`src/rtl/pipe_reg_if.sv`:
```
// Valid/ready bus for the elastic register pipeline: an input beat stream and an output beat stream.
// Handshake: a beat moves when valid & ready are both high at a rising edge; valid must not wait on ready.
interface pipe_reg_if #(
    parameter int WIDTH = 8
);
    logic             in_valid;
    logic             in_ready;
    logic [WIDTH-1:0] in_data;
    logic             out_valid;
    logic             out_ready;
    logic [WIDTH-1:0] out_data;

    modport master (
        output in_valid, in_data, out_ready,
        input  in_ready, out_valid, out_data
    );

    modport slave (
        input  in_valid, in_data, out_ready,
        output in_ready, out_valid, out_data
    );
endinterface

```
`src/rtl/pipe_reg.sv`:
```
// DEPTH-stage elastic register pipeline with per-stage valid, bubble collapsing,
// synchronous flush and a registered occupancy count.
module pipe_reg #(
    parameter int               WIDTH     = 8,
    parameter int               DEPTH     = 4,
    parameter logic [WIDTH-1:0] RESET_VAL = '0
) (
    input  logic                       clk,
    input  logic                       rst,
    input  logic                       flush,
    pipe_reg_if.slave                  bus,
    output logic [$clog2(DEPTH+1)-1:0] count
);
    localparam int CW = $clog2(DEPTH+1);

    logic [DEPTH-1:0] v;
    logic [WIDTH-1:0] d [DEPTH];
    logic [DEPTH-1:0] rdy;
    logic [DEPTH-1:0] up_v;
    logic [WIDTH-1:0] up_d [DEPTH];
    logic [DEPTH-1:0] v_next;
    logic [CW-1:0]    cnt_next;

    // A stage is ready when empty or when the stage after it will move.
    always_comb begin
        rdy = '0;
        rdy[DEPTH-1] = ~v[DEPTH-1] | bus.out_ready;
        for (int k = DEPTH - 2; k >= 0; k--) begin
            rdy[k] = ~v[k] | rdy[k+1];
        end
    end

    always_comb begin
        up_v    = '0;
        up_v[0] = bus.in_valid & ~flush;
        up_d[0] = bus.in_data;
        for (int k = 1; k < DEPTH; k++) begin
            up_v[k] = v[k-1];
            up_d[k] = d[k-1];
        end
    end

    // Next valid vector and its popcount, so count always tracks v exactly.
    always_comb begin
        v_next   = '0;
        cnt_next = '0;
        for (int k = 0; k < DEPTH; k++) begin
            if (flush) begin
                v_next[k] = 1'b0;
            end else if (rdy[k]) begin
                v_next[k] = up_v[k];
            end else begin
                v_next[k] = v[k];
            end
            cnt_next = cnt_next + CW'(v_next[k]);
        end
    end

    always_ff @(posedge clk or posedge rst) begin
        if (rst) begin
            v     <= '0;
            count <= '0;
            for (int k = 0; k < DEPTH; k++) begin
                d[k] <= RESET_VAL;
            end
        end else begin
            v     <= v_next;
            count <= cnt_next;
            // Data registers only load real beats; bubbles leave them untouched.
            for (int k = 0; k < DEPTH; k++) begin
                if (!flush && rdy[k] && up_v[k]) begin
                    d[k] <= up_d[k];
                end
            end
        end
    end

    assign bus.in_ready  = rdy[0] & ~flush;
    assign bus.out_valid = v[DEPTH-1];
    assign bus.out_data  = d[DEPTH-1];
endmodule

```
`src/flat_wrapper.sv`:
```
// flat-port wrapper written by rule: the top's interface ports become plain ports
module pipe_reg_flat 
#(
    parameter int               WIDTH     = 8,
    parameter int               DEPTH     = 4,
    parameter logic [WIDTH-1:0] RESET_VAL = '0
)
  (clk, rst, flush, count, bus_in_valid, bus_in_data, bus_out_ready, bus_in_ready, bus_out_valid, bus_out_data);
  pipe_reg_if #(.WIDTH(WIDTH)) bus_i ();
  input  logic clk;
  input  logic rst;
  input  logic flush;
  output logic [$clog2(DEPTH+1)-1:0] count;
  input wire logic [$bits(bus_i.in_valid)-1:0] bus_in_valid;
  input wire logic [$bits(bus_i.in_data)-1:0] bus_in_data;
  input wire logic [$bits(bus_i.out_ready)-1:0] bus_out_ready;
  output wire logic [$bits(bus_i.in_ready)-1:0] bus_in_ready;
  output wire logic [$bits(bus_i.out_valid)-1:0] bus_out_valid;
  output wire logic [$bits(bus_i.out_data)-1:0] bus_out_data;
  assign bus_i.in_valid = bus_in_valid;
  assign bus_i.in_data = bus_in_data;
  assign bus_i.out_ready = bus_out_ready;
  assign bus_in_ready = bus_i.in_ready;
  assign bus_out_valid = bus_i.out_valid;
  assign bus_out_data = bus_i.out_data;
  pipe_reg #(.WIDTH(WIDTH), .DEPTH(DEPTH), .RESET_VAL(RESET_VAL)) u_core (.clk(clk), .rst(rst), .flush(flush), .bus(bus_i), .count(count));
endmodule
```
`config.mk`:
```
export PLATFORM = sky130hd
export DESIGN_NAME = pipe_reg_flat
export DESIGN_NICKNAME = d
export VERILOG_FILES = /design/src/rtl/pipe_reg_if.sv /design/src/rtl/pipe_reg.sv /design/src/flat_wrapper.sv
export SDC_FILE = /design/constraint.sdc
export NUM_CORES = 1
export LEC_CHECK = 0
export BUFFER_PORTS_ARGS = -buffer_cell sky130_fd_sc_hd__buf_4
export CORE_MARGIN = 8
export CORE_UTILIZATION = 42
export CTS_CLUSTER_DIAMETER = 100
export DETAILED_ROUTE_END_ITERATION = 12
export MAX_ROUTING_LAYER = met4
export SLEW_MARGIN = 15
export SYNTH_ARGS = -nofsm -noshare
export SYNTH_HDL_FRONTEND = slang
export SYNTH_SLANG_ARGS = --single-unit
export TNS_END_PERCENT = 20
```
`constraint.sdc`:
```
create_clock -name clk -period 1.9 [get_ports clk]
set_clock_uncertainty 0.15 [all_clocks]
set_input_delay 0.38 -clock clk [delete_from_list [all_inputs] [get_ports clk]]
set_output_delay 0.38 -clock clk [all_outputs]
set_load 0.01 [all_outputs]
```
## After elaboration in Yosys (flattened, before gate mapping)

Index checks and enable logic that the tools add are counted.

| word-level totals | value |
|---|---|
| register bits | 39 |
| input port bits | 13 |

| cells by class | value |
|---|---|
| add/subtract/negate cells | 3 |
| muxes and demuxes | 8 |
| bitwise gates (word level) | 11 |
| reductions and logical operators | 9 |

Operators by type and width:

| kind | number |
|---|---|
| 1-bit logical AND | 8 |
| 1-bit 2-to-1 mux | 8 |
| 3-bit by 1-bit adder with 3-bit output | 2 |
| 1-bit NOT | 5 |
| 1-bit bitwise OR | 4 |
| 1-bit by 1-bit adder with 2-bit output | 1 |
| 1-bit AND | 2 |
| 1-bit logical NOT | 1 |

## Logic depth before layout (Yosys ltp)

| depth | value |
|---|---|
| depth after elaboration | 10 |
| mapped depth | 7 |

## Worst setup path after synthesis

OpenSTA, ideal clock, no wires.

| path | value |
|---|---|
| path type | reg-to-reg |
| from | register u_core.v[3] |
| to | register u_core.count[1] |
| arrival time | 1.836 ns |
| data required time | 1.624 ns |
| slack | -0.212 ns |
| cell stages (with the launch flop) | 8 |
| clock period less this slack | 2.112 ns |
| cell sequence | dfrtp_1 and4b_1 buf_6 a21oi_1 nor2_1 ha_1 fa_1 ha_1 |

| between the ends | value |
|---|---|
| word-level cells in the longest chain between the ends | 10 |
| elaborated cells on any way between the ends | 16 |
| classes of those cells | add/sub (3); mux (8); bitwise (5) |

Ends and longest elaborated chain:

| item | RTL line | source |
|---|---|---|
| from (decl) | pipe_reg.sv:16 | `logic [DEPTH-1:0] v;` |
| from (signal assigned) | pipe_reg.sv:67 | `v <= v_next;` |
| 1-bit NOT | pipe_reg.sv:27 | `rdy[DEPTH-1] = ~v[DEPTH-1] \| bus.out_ready;` |
| 1-bit bitwise OR | pipe_reg.sv:27 |  |
| 1-bit bitwise OR (3 in a row) | pipe_reg.sv:29 | `rdy[k] = ~v[k] \| rdy[k+1];` |
| 1-bit 2-to-1 mux | pipe_reg.sv:50 | `end else if (rdy[k]) begin` |
| 1-bit 2-to-1 mux | pipe_reg.sv:48 | `if (flush) begin` |
| named net u_core.v_next[0] | pipe_reg.sv:21 | `logic [DEPTH-1:0] v_next;` |
| 1-bit by 1-bit adder with 2-bit output | pipe_reg.sv:55 | `cnt_next = cnt_next + CW'(v_next[k]);` |
| 3-bit by 1-bit adder with 3-bit output (2 in a row) | pipe_reg.sv:55 |  |
| named net u_core.cnt_next[1] | pipe_reg.sv:22 | `logic [CW-1:0] cnt_next;` |
| to (signal assigned) | pipe_reg.sv:68 | `count <= cnt_next;` |
| to (decl) | pipe_reg.sv:12 | `output logic [$clog2(DEPTH+1)-1:0] count` |

The timed path passes the listed nets, and every way through them passes these cells.
A chain may end at the register's enable or synchronous reset.

## Final worst setup path

Ends and elaborated chain as after synthesis.

==> run_results.csv <==
group,metric,value,unit
run_status,run_status,"finished, violations left",
run_status,violations,"setup timing",
timing,relSlewSlack,68.06,%
power_and_ir_drop,clockPowerShare,23.5,%
synth,synthSimpleGateAreaFrac,3.885,%
power_and_ir_drop,power_density,1083,mW/mm^2
clock_tree,clock_sinks,39,
global_routing,grtUsageMet1,10.73,%
worst_setup_path,required,1.97,ns
global_routing,top_usage_layer,"met2",
global_routing,grt.met3_usage,3.111,%
routing,drt_wl_total,2556,um
synth,synth.avg_cell_area,15.34,um^2
power_and_ir_drop,p_int,0.001584,W
synth,synth-seq-cells,39,
clock_tree,clk_latency,0.28,ns
global_routing,grt_pass1_vias,973,
synth,synth_top_area_share,60.61,%
run,maxCapViolations,0,
place,dp_cells,173,
floorplan,dieHeight,77.92,um
finish,drive_gt1_share,59.85,%
floorplan,coreArea,0.003689,mm^2
worst_setup_path,end_kind,"register",
global_routing,met2_usage,14.20,%
timing,setup_viol,9,
timing,fin_ws,-0.05137,ns
timing,min_period,1.951,ns
synth,syn_nets,121,
routing,ant_nets,0,
synth,synth.distinct_cells,18,
clock_tree,cts_tree,"yes",
synth,yosysTopAreaCell,"dfrtp_1",
global_routing,grt_max_degree,40,
routing,drt_first_pass_iters,2,
place,gp_congestion,0.7903,
synth,ys_async_sr_fraction,100.0,%
global_routing,antenna_found_initial,0,
synth,synth_area_leaders,"dfrtp_1, mux2_2, mux2_4",
global_routing,grt_use_total,9.576,%
finish,fin_nets,149,
clock_tree,h-tree-depth,2,
power_and_ir_drop,combinationalPowerShare,21.1,%
synth,synth_common_cells,"dfrtp_1, mux2_2, buf_4, mux2_4, nor2_1",
power_and_ir_drop,swShare,24.25,%
synth,synth_top_family_by_area,"multiplexers",
routing,wl_per_cell,14.20,um
timing,tns,-0.1274,ns
place,placed_area,0.001829,mm^2
finish,antenna_cells,0,
synth,synth_xor_area_share,0,%
finish,syn2layout_area_growth,19.97,%
min_path,hp-class,"in -> async",
floorplan,start_util,43.66,%
global_routing,grt_pass1_wl,4498,um
worst_setup_path,cp.arrival,2.03,ns
timing,rsz0062_at_grt,"true",
clock_tree,cts_buffers,5,
power_and_ir_drop,vdd_drop_max,0.0006098,V
synth,yosysMostFrequentCell,"dfrtp_1",
worst_setup_path,path_max_fanout,4,
synth,synthMuxAreaShare,24.24,%
routing,route.detailed.drc,0,
worst_setup_path,path_class,"reg -> reg",
power_and_ir_drop,leakagePower,0.9441,nW
timing,worst_pin_slew,0.4791,ns
synth,synthCells,105,
place,io_buffers,25,
power_and_ir_drop,p_sw,0.0005071,W
routing,vias_per_cell,4.744,
synth,synth_compound_area_share,2.098,%
floorplan,die_x,77.92,um
synth,synth_enable_flop_cells,0,
timing,hold_viol_final,0,
floorplan,ios,26,
timing,fmax,512.5,MHz
clock_tree,cts.clk_slew.worst_paths,0.07,ns
synth,synth_top_flop_cell,"dfrtp_1",
finish,final_area,0.001932,mm^2
timing,slew_violations,0,
floorplan,rows,22,
synth,synth_fa_ha_area_share,2.797,%
floorplan,die_area,0.006072,mm^2
worst_setup_path,cp-start-kind,"register",
routing,num_vias,854,
worst_setup_path,reg2reg_slack,-0.05,ns
clock_tree,cts_root_buf,"clkbuf_8",
synth,synth_seq_area_share,60.61,%
synth,ys_warn_count,0,
routing,drtIter0Drc,48,
place,dp_hpwl,1921,um
timing,min_period_over_period,102.7,%
synth,netlist_area,0.001610,mm^2
clock_tree,ctsLongestPathBuffers,2,
power_and_ir_drop,seq_power_share,55.4,%
finish,final_cells,180,
global_routing,grt.overflow.total,0,
finish,fill_cells,331,
[power by group through the flow]
stage / logic, W / clock network, W / registers [W]
floorplan: 0.000375 / 0 / 0.00113
global placement: 0.000433 / 0 / 0.00116
detailed placement: 0.000447 / 0 / 0.00118
CTS: 0.000451 / 0.000512 / 0.00116
global route: 0.000483 / 0.000554 / 0.00119
finish: 0.000441 / 0.000492 / 0.00116
[timing repair]
action,4_1_cts,5_1_grt
resized for setup,2,3
setup endpoints to repair,4,11
pin swaps,4,0
gates cloned,0,0
setup buffers,1,0
hold buffers,0,0
[area by class of cell]
type	count	area (um^2)	area share (%)
Sequential cell	39	975.9	50.52
Multi-Input combinational cell	51	556.8	28.82
Timing Repair Buffer	34	259.0	13.41
Clock buffer	6	72.57	3.756
Tap cell	48	60.06	3.109
Inverter	2	7.507	0.3886
[layer usage]
metal  part of all wire [%]  vias up  wire length, um
met2                     48       18             1218
met5                      0        -                0
met1                     45      427             1156
li1                       -      405                -
met3                    4.6        4              117
met4                    2.5        0               63
[state kept, by name (all words and copies together) (netlist names)]
name,flops
u_core.bus.out_data,8
u_core.count,3
u_core.v,4
u_core.d,24
[critical path, stage by stage, from the launching register on]
cell	delay [ns]
dfrtp_1	0.38
and4b_2	0.28
a21oi_2	0.12
nor2_1	0.06
ha_1	0.29
fa_2	0.36
ha_4	0.26
[metrics by stage]
step	hold slack (ns)	utilization (%)	power [W]	setup WS (ns)
2_1_floorplan	0.3250	-	0.001507	-0.1419
3_3_place_gp	0.3382	49.59	0.001597	-0.2438
3_5_place_dp	0.3482	49.59	0.001628	-0.2745
4_1_cts	0.07672	52.14	0.002126	-0.03492
5_1_grt	0.09802	52.37	0.002226	-0.09568
6_report	0.05804	52.37	0.002092	-0.05137
[cells in the final DEF (no fill, tap or decap), types with 2 or more instances in the layout]
cell / instances
dfrtp_1: 39
nor2_2: 2
mux2_4: 8
mux2_2: 24
a21oi_2: 2
nor2_1: 4
buf_4: 33
inv_1: 2
clkbuf_8: 5
or3b_1: 2
a21oi_1: 2
[final timing paths]
kind                       cells after the start      startpoint                     end
max                                            6     u_core.v[3]         u_core.count[1]
min                                            3             rst  u_core.bus.out_data[5]
max reg2reg                                    6     u_core.v[3]         u_core.count[1]
min reg2reg                                    1    u_core.d[15]  u_core.bus.out_data[7]
max in group asynchronous                      3             rst            u_core.d[30]
min in group clk                               2  bus_in_data[5]            u_core.d[29]
[kinds of logic after synthesis]
family,after synthesis
AND/OR/NAND/NOR,11
flip-flops,39
multiplexers,32
adder cells (fa/ha/maj),3
buffers and inverters,15
AO/OA/AOI/OAI,5
(Power assumes the default switching activity.)
